==> src/rtl/mxv_pkg.sv <==
// mxv_pkg: shared types, default sizes and the result saturation helper for
// the sequenced matrix-vector engine. sat_to_dw is only used in builds that
// define MXV_SAT_EN.
package mxv_pkg;

   typedef enum logic [2:0] {
      S_IDLE     = 3'd0,
      S_LOAD_VEC = 3'd1,
      S_LOAD_MAT = 3'd2,
      S_COMPUTE  = 3'd3,
      S_DRAIN    = 3'd4
   } mxv_state_e;

   localparam int MXV_VEC_LEN = 3;
   localparam int MXV_OUT_LEN = 5;
   localparam int MXV_DW      = 32;

   // Clamp a sign-extended wide sum into the signed range of a dw-bit result.
   // The clamped value is returned in the low dw bits of a 64-bit word.
   function automatic logic [63:0] sat_to_dw(input logic signed [127:0] v,
                                             input int dw);
      logic signed [127:0] hi;
      logic signed [127:0] lo;
      hi = (128'sd1 <<< (dw - 1)) - 128'sd1;
      lo = -hi - 128'sd1;
      if (v > hi) begin
         return hi[63:0];
      end else if (v < lo) begin
         return lo[63:0];
      end else begin
         return v[63:0];
      end
   endfunction

endpackage

==> src/rtl/mxv_mac.sv <==
// mxv_mac: signed multiply-accumulate with a full-width product. acc_next is
// the value the accumulator takes on this edge; clr makes the current term
// the first of a fresh sum so the caller can register the final total on the
// same edge that performs the last MAC.
module mxv_mac #(
   parameter int DW    = 32,
   parameter int ACC_W = 66
) (
   input  logic                    clk,
   input  logic                    rst_n,
   input  logic                    clr,
   input  logic                    en,
   input  logic signed [DW-1:0]    a,
   input  logic signed [DW-1:0]    b,
   output logic signed [ACC_W-1:0] acc_next
);

   logic signed [2*DW-1:0]  prod;
   logic signed [ACC_W-1:0] acc;

   assign prod     = (2*DW)'(a) * (2*DW)'(b);
   assign acc_next = (clr ? '0 : acc) + ACC_W'(prod);

   // Accumulator register: advances only while the engine is computing.
   always_ff @(posedge clk or negedge rst_n) begin
      if (!rst_n) begin
         acc <= '0;
      end else if (en) begin
         acc <= acc_next;
      end
   end

endmodule

==> src/rtl/mxv_seq.sv <==
// mxv_seq: sequenced matrix-vector engine. Loads a vector then a matrix
// (j fastest) over one valid/ready stream, computes each result[j] with one
// MAC per cycle and streams results out over a valid/ready port.
// Build option: define MXV_SAT_EN to saturate results to the DW-bit signed
// range; otherwise results wrap to the low DW bits of the sum.
module mxv_seq
   import mxv_pkg::*;
#(
   parameter int  VEC_LEN = MXV_VEC_LEN,
   parameter int  OUT_LEN = MXV_OUT_LEN,
   parameter int  DW      = MXV_DW,
   localparam int IDX_W   = (OUT_LEN > 1) ? $clog2(OUT_LEN) : 1
) (
   input  logic             clk,
   input  logic             rst_n,
   input  logic             start,
   input  logic             in_valid,
   output logic             in_ready,
   input  logic [DW-1:0]    in_data,
   output logic             out_valid,
   input  logic             out_ready,
   output logic [DW-1:0]    out_data,
   output logic [IDX_W-1:0] out_idx,
   output logic             out_last,
   output logic             busy,
   output logic             done
);

   localparam int MAT_N = VEC_LEN * OUT_LEN;
   localparam int I_W   = (VEC_LEN > 1) ? $clog2(VEC_LEN) : 1;
   localparam int CNT_W = (MAT_N > 1) ? $clog2(MAT_N) : 1;
   localparam int ACC_W = 2*DW + $clog2(VEC_LEN);

   mxv_state_e        state;
   logic [CNT_W-1:0]  load_cnt;
   logic [I_W-1:0]    i_cnt;
   logic [IDX_W-1:0]  j_cnt;
   logic [DW-1:0]     vec_mem [VEC_LEN];
   logic [DW-1:0]     mat_mem [MAT_N];
   logic [CNT_W-1:0]  mat_rd_idx;
   logic signed [ACC_W-1:0] mac_sum;
   logic [DW-1:0]     result_w;

   // Matrix storage is row-major in i, so element [i][j] sits at i*OUT_LEN+j.
   assign mat_rd_idx = CNT_W'(i_cnt) * CNT_W'(OUT_LEN) + CNT_W'(j_cnt);

   mxv_mac #(
      .DW    (DW),
      .ACC_W (ACC_W)
   ) u_mac (
      .clk      (clk),
      .rst_n    (rst_n),
      .clr      (i_cnt == '0),
      .en       (state == S_COMPUTE),
      .a        ($signed(vec_mem[i_cnt])),
      .b        ($signed(mat_mem[mat_rd_idx])),
      .acc_next (mac_sum)
   );

`ifdef MXV_SAT_EN
   logic [63:0] sat_full;
   assign sat_full = sat_to_dw(128'(mac_sum), DW);
   assign result_w = DW'(sat_full);
`else
   assign result_w = DW'(mac_sum);
`endif

   // Control FSM with registered handshake/status outputs and operand buffers.
   always_ff @(posedge clk or negedge rst_n) begin
      if (!rst_n) begin
         state     <= S_IDLE;
         in_ready  <= 1'b0;
         out_valid <= 1'b0;
         out_data  <= '0;
         out_idx   <= '0;
         out_last  <= 1'b0;
         busy      <= 1'b0;
         done      <= 1'b0;
         load_cnt  <= '0;
         i_cnt     <= '0;
         j_cnt     <= '0;
         vec_mem   <= '{default: '0};
         mat_mem   <= '{default: '0};
      end else begin
         done <= 1'b0;
         case (state)
            S_IDLE: begin
               if (start) begin
                  state    <= S_LOAD_VEC;
                  in_ready <= 1'b1;
                  busy     <= 1'b1;
                  load_cnt <= '0;
               end
            end
            S_LOAD_VEC: begin
               if (in_valid) begin
                  vec_mem[load_cnt[I_W-1:0]] <= in_data;
                  if (load_cnt == CNT_W'(VEC_LEN - 1)) begin
                     load_cnt <= '0;
                     state    <= S_LOAD_MAT;
                  end else begin
                     load_cnt <= load_cnt + CNT_W'(1);
                  end
               end
            end
            S_LOAD_MAT: begin
               if (in_valid) begin
                  mat_mem[load_cnt] <= in_data;
                  if (load_cnt == CNT_W'(MAT_N - 1)) begin
                     load_cnt <= '0;
                     in_ready <= 1'b0;
                     i_cnt    <= '0;
                     j_cnt    <= '0;
                     state    <= S_COMPUTE;
                  end else begin
                     load_cnt <= load_cnt + CNT_W'(1);
                  end
               end
            end
            S_COMPUTE: begin
               if (i_cnt == I_W'(VEC_LEN - 1)) begin
                  out_data  <= result_w;
                  out_idx   <= j_cnt;
                  out_valid <= 1'b1;
                  out_last  <= (j_cnt == IDX_W'(OUT_LEN - 1));
                  i_cnt     <= '0;
                  state     <= S_DRAIN;
               end else begin
                  i_cnt <= i_cnt + I_W'(1);
               end
            end
            S_DRAIN: begin
               if (out_ready) begin
                  out_valid <= 1'b0;
                  out_last  <= 1'b0;
                  if (j_cnt == IDX_W'(OUT_LEN - 1)) begin
                     busy  <= 1'b0;
                     done  <= 1'b1;
                     state <= S_IDLE;
                  end else begin
                     j_cnt <= j_cnt + IDX_W'(1);
                     state <= S_COMPUTE;
                  end
               end
            end
            default: begin
               state <= S_IDLE;
            end
         endcase
      end
   end

endmodule

==> config.mk <==
export PLATFORM = sky130hd
export DESIGN_NAME = mxv_seq
export DESIGN_NICKNAME = d
export VERILOG_FILES = /design/src/rtl/mxv_pkg.sv /design/src/rtl/mxv_mac.sv /design/src/rtl/mxv_seq.sv
export SDC_FILE = /design/constraint.sdc
export NUM_CORES = 2
export LEC_CHECK = 0
export BUFFER_PORTS_ARGS = -buffer_cell sky130_fd_sc_hd__buf_2
export CAP_MARGIN = 20
export CORE_MARGIN = 3
export CORE_UTILIZATION = 60
export DETAILED_ROUTE_END_ITERATION = 10
export GPL_ROUTABILITY_DRIVEN = 0
export HOLD_SLACK_MARGIN = 0.02
export PLACE_DENSITY = 0.76
export REMOVE_ABC_BUFFERS = 1
export SLEW_MARGIN = 20
export SYNTH_ARGS = -nofsm -noshare
export SYNTH_HDL_FRONTEND = slang
export SYNTH_HIERARCHICAL = 1
export SYNTH_SLANG_ARGS = --single-unit
==> constraint.sdc <==
create_clock -name clk -period 18.75 [get_ports clk]
set_input_delay 0.9375 -clock clk [delete_from_list [all_inputs] [get_ports clk]]
set_output_delay 0.9375 -clock clk [all_outputs]
set_load 0.01 [all_outputs]
==> out/qor.csv <==
stage;metric;value;unit
grt;grt_first_pass_wirelength;181000;um
detailed_routing;drt-wirelength-per-cell;21.8;um
timing;drv_slew;0;
placement;place_ws;6.80;ns
yosys;synth_warnings;6;
clock_tree;cts_max_path_buffers;3;
floorplan;die_h;290;um
detailed_routing;routed_wl;112000;um
clock_tree;clk_pin_slew;0.06;ns
yosys;syn_area_per_cell;11.6;um^2
final_layout;area_growth;7.10;%
floorplan;boundaryPins;77;
clock_tree;cts_hold_buf;0;
detailed_routing;vias;30400;
clock_tree;tritoncts;yes;
grt;grt_start_max_net_pins;176;
timing;fin_crit;12.00;ns
grt;gr-total-overflow;0;
grt;grt_pass1_vias;33100;
timing;worst_slack;6.75;ns
floorplan;start_util;0.608;
floorplan;die_w;290;um
grt;track_usage;0.276;
critical_path;crit_path_start_kind;flop;
timing;period_share;0.640;
critical_path;required;19.26;ns
clock_tree;cts_setup_buffers;0;
job;cap_viol_max_count;0;
critical_path;r2r_start;i_cnt[1]$_DFFE_PN0P_;
yosys;netlist_area;0.0483;mm^2
detailed_routing;drtAntennaViolNets;0;
grt;met3_usage;0.0433;
critical_path;worstPathMaxFanout;51;
grt;antenna_found_initial;5;
critical_path;reg2reg_depth;40;
yosys;netlist_instances;4169;
status;status;finished clean;
clock_tree;cts_buffers;74;
grt;use_met2;0.459;
detailed_routing;vias_per_cell;5.92;
critical_path;worstSetupEndpointType;flop;
timing;fin_skew;0.0498;ns
floorplan;coreArea;0.0794;mm^2
final_layout;fin_nets;4680;
hold_path;min_path_type;primary input to async pin;
floorplan;fp-row-count;103;
floorplan;die-area;0.0839;mm^2
critical_path;critPathCapture;out_data[29]$_DFFE_PN0P_;
critical_path;cp.arrival;12.52;ns
grt;use_met1;0.376;
critical_path;crit_type;flop to flop;
critical_path;crit_path_frequent_cell;fa_1;
timing;rsz0062_at_grt;no;
clock_tree;ctsHtreeMaxLevel;3;
critical_path;reg2reg_slack;6.75;ns
placement;dp_hpwl;72500;um
timing;finalSetupTns;0;ns
critical_path;r2r_end;out_data[29]$_DFFE_PN0P_;
timing;maxSlewHeadroom;0.203;
timing;hold_viol_final;0;
critical_path;crit_path_start;i_cnt[1]$_DFFE_PN0P_;
critical_path;slowest_delay;1.36;ns
timing;fmax;0.0833;GHz
clock_tree;cts.repair.resized;0;
detailed_routing;post-route-drc-count;0;
clock_tree;clock_latency;0.64;ns
clock_tree;clockRootBuffer;clkbuf_16;
critical_path;cp_slowest_cell;fa_4;
final_layout;drive_above_1_share;0.249;
detailed_routing;drt_iter0_markers;2023;
timing;worst_slew_pin_slew;1.19;ns
timing;final-setup-viol-count;0;
placement;port_buffers;76;
clock_tree;clock-sinks;660;
grt;busiest_layer;met2;
detailed_routing;dr.pass1.iters;6;
## flip-flops by register name (all words and copies together), names as in the netlist
register / cells
load_cnt: 4
j_cnt: 3
u_mac/acc: 32
in_ready: 1
vec_mem: 96
state: 3
out_idx: 3
out_last: 1
out_valid: 1
done: 1
out_data: 32
mat_mem: 480
busy: 1
i_cnt: 2
## through the flow
| step | instances | hold slack (ns) | cell area, um^2 | utilization |
|---|---|---|---|---|
| 6_report | 5124 | 0.370 | 51700 | 0.651 |
| 5_1_grt | 5123 | 0.379 | 51700 | 0.651 |
| 4_1_cts | 5122 | 0.386 | 51700 | 0.651 |
| 3_5_place_dp | 4987 | 0.466 | 49100 | 0.619 |
| 3_3_place_gp | 4986 | 0.456 | 49100 | 0.618 |
| 2_1_floorplan | 3805 | 0.453 | 46800 | - |
## worst max-delay path, delay by kind of cell, from the launching register on
family | cells | cell delay (ns)
adders and majority gates | 13 | 6.57
AOI/OAI and AO/OA | 7 | 1.79
buffers and inverters | 7 | 1.27
and+or+nand+nor | 8 | 1.04
muxes | 3 | 0.63
DFF | 1 | 0.32
xor gates and xnor gates | 2 | 0.21
## final cells by class
type | count | area (um^2)
multi-input cells | 2706 | 28800
fillers | 5952 | 27700
flip-flops and latches | 660 | 16500
clock buffers | 105 | 2160
inverters | 439 | 1650
well taps | 1050 | 1310
repair buffers | 132 | 872
clock inverters | 30 | 437
diodes | 2 | 5.00
## how the worst min path moves through the flow
stage                               endpoint  slack, ns  cells after the start                startpoint
floorplan           mat_mem[111]$_DFFE_PN0P_       0.45                      1  mat_mem[111]$_DFFE_PN0P_
global placement       out_valid$_DFFE_PN0P_       0.46                      1     out_valid$_DFFE_PN0P_
detailed placement     out_valid$_DFFE_PN0P_       0.47                      1     out_valid$_DFFE_PN0P_
CTS                  out_data[1]$_DFFE_PN0P_       0.39                      1                     rst_n
global route         out_data[1]$_DFFE_PN0P_       0.38                      1                     rst_n
finish               out_data[1]$_DFFE_PN0P_       0.37                      1                     rst_n
## layout by cell type (no fill, tap or decap), types with 19 or more instances in the layout
cell type and instances:
mux2_2 586, clkbuf_8 19, o21ai_0 82, mux4_2 96, clkbuf_16 74, nand2_1 281, a31o_2 35, nor2_1 88
and2_1 316, inv_1 439, a21oi_1 82, buf_2 75, nand2b_1 42, dfrtp_1 659, nor2b_1 45, a21o_1 27
mux2_1 58, mux2i_1 98, buf_4 51, xnor2_1 34, nor3_1 19, ha_1 187, fa_1 440
## routing by layer
metal,vias up,wire length (um)
li1,13300,-
met1,16000,48000
met2,808,54100
met3,200,6220
met4,2,3270
met5,-,9
Power is left out: the tool's default activity adds up to more than one toggle a clock period on the data nets, which glitch-free logic cannot reach.
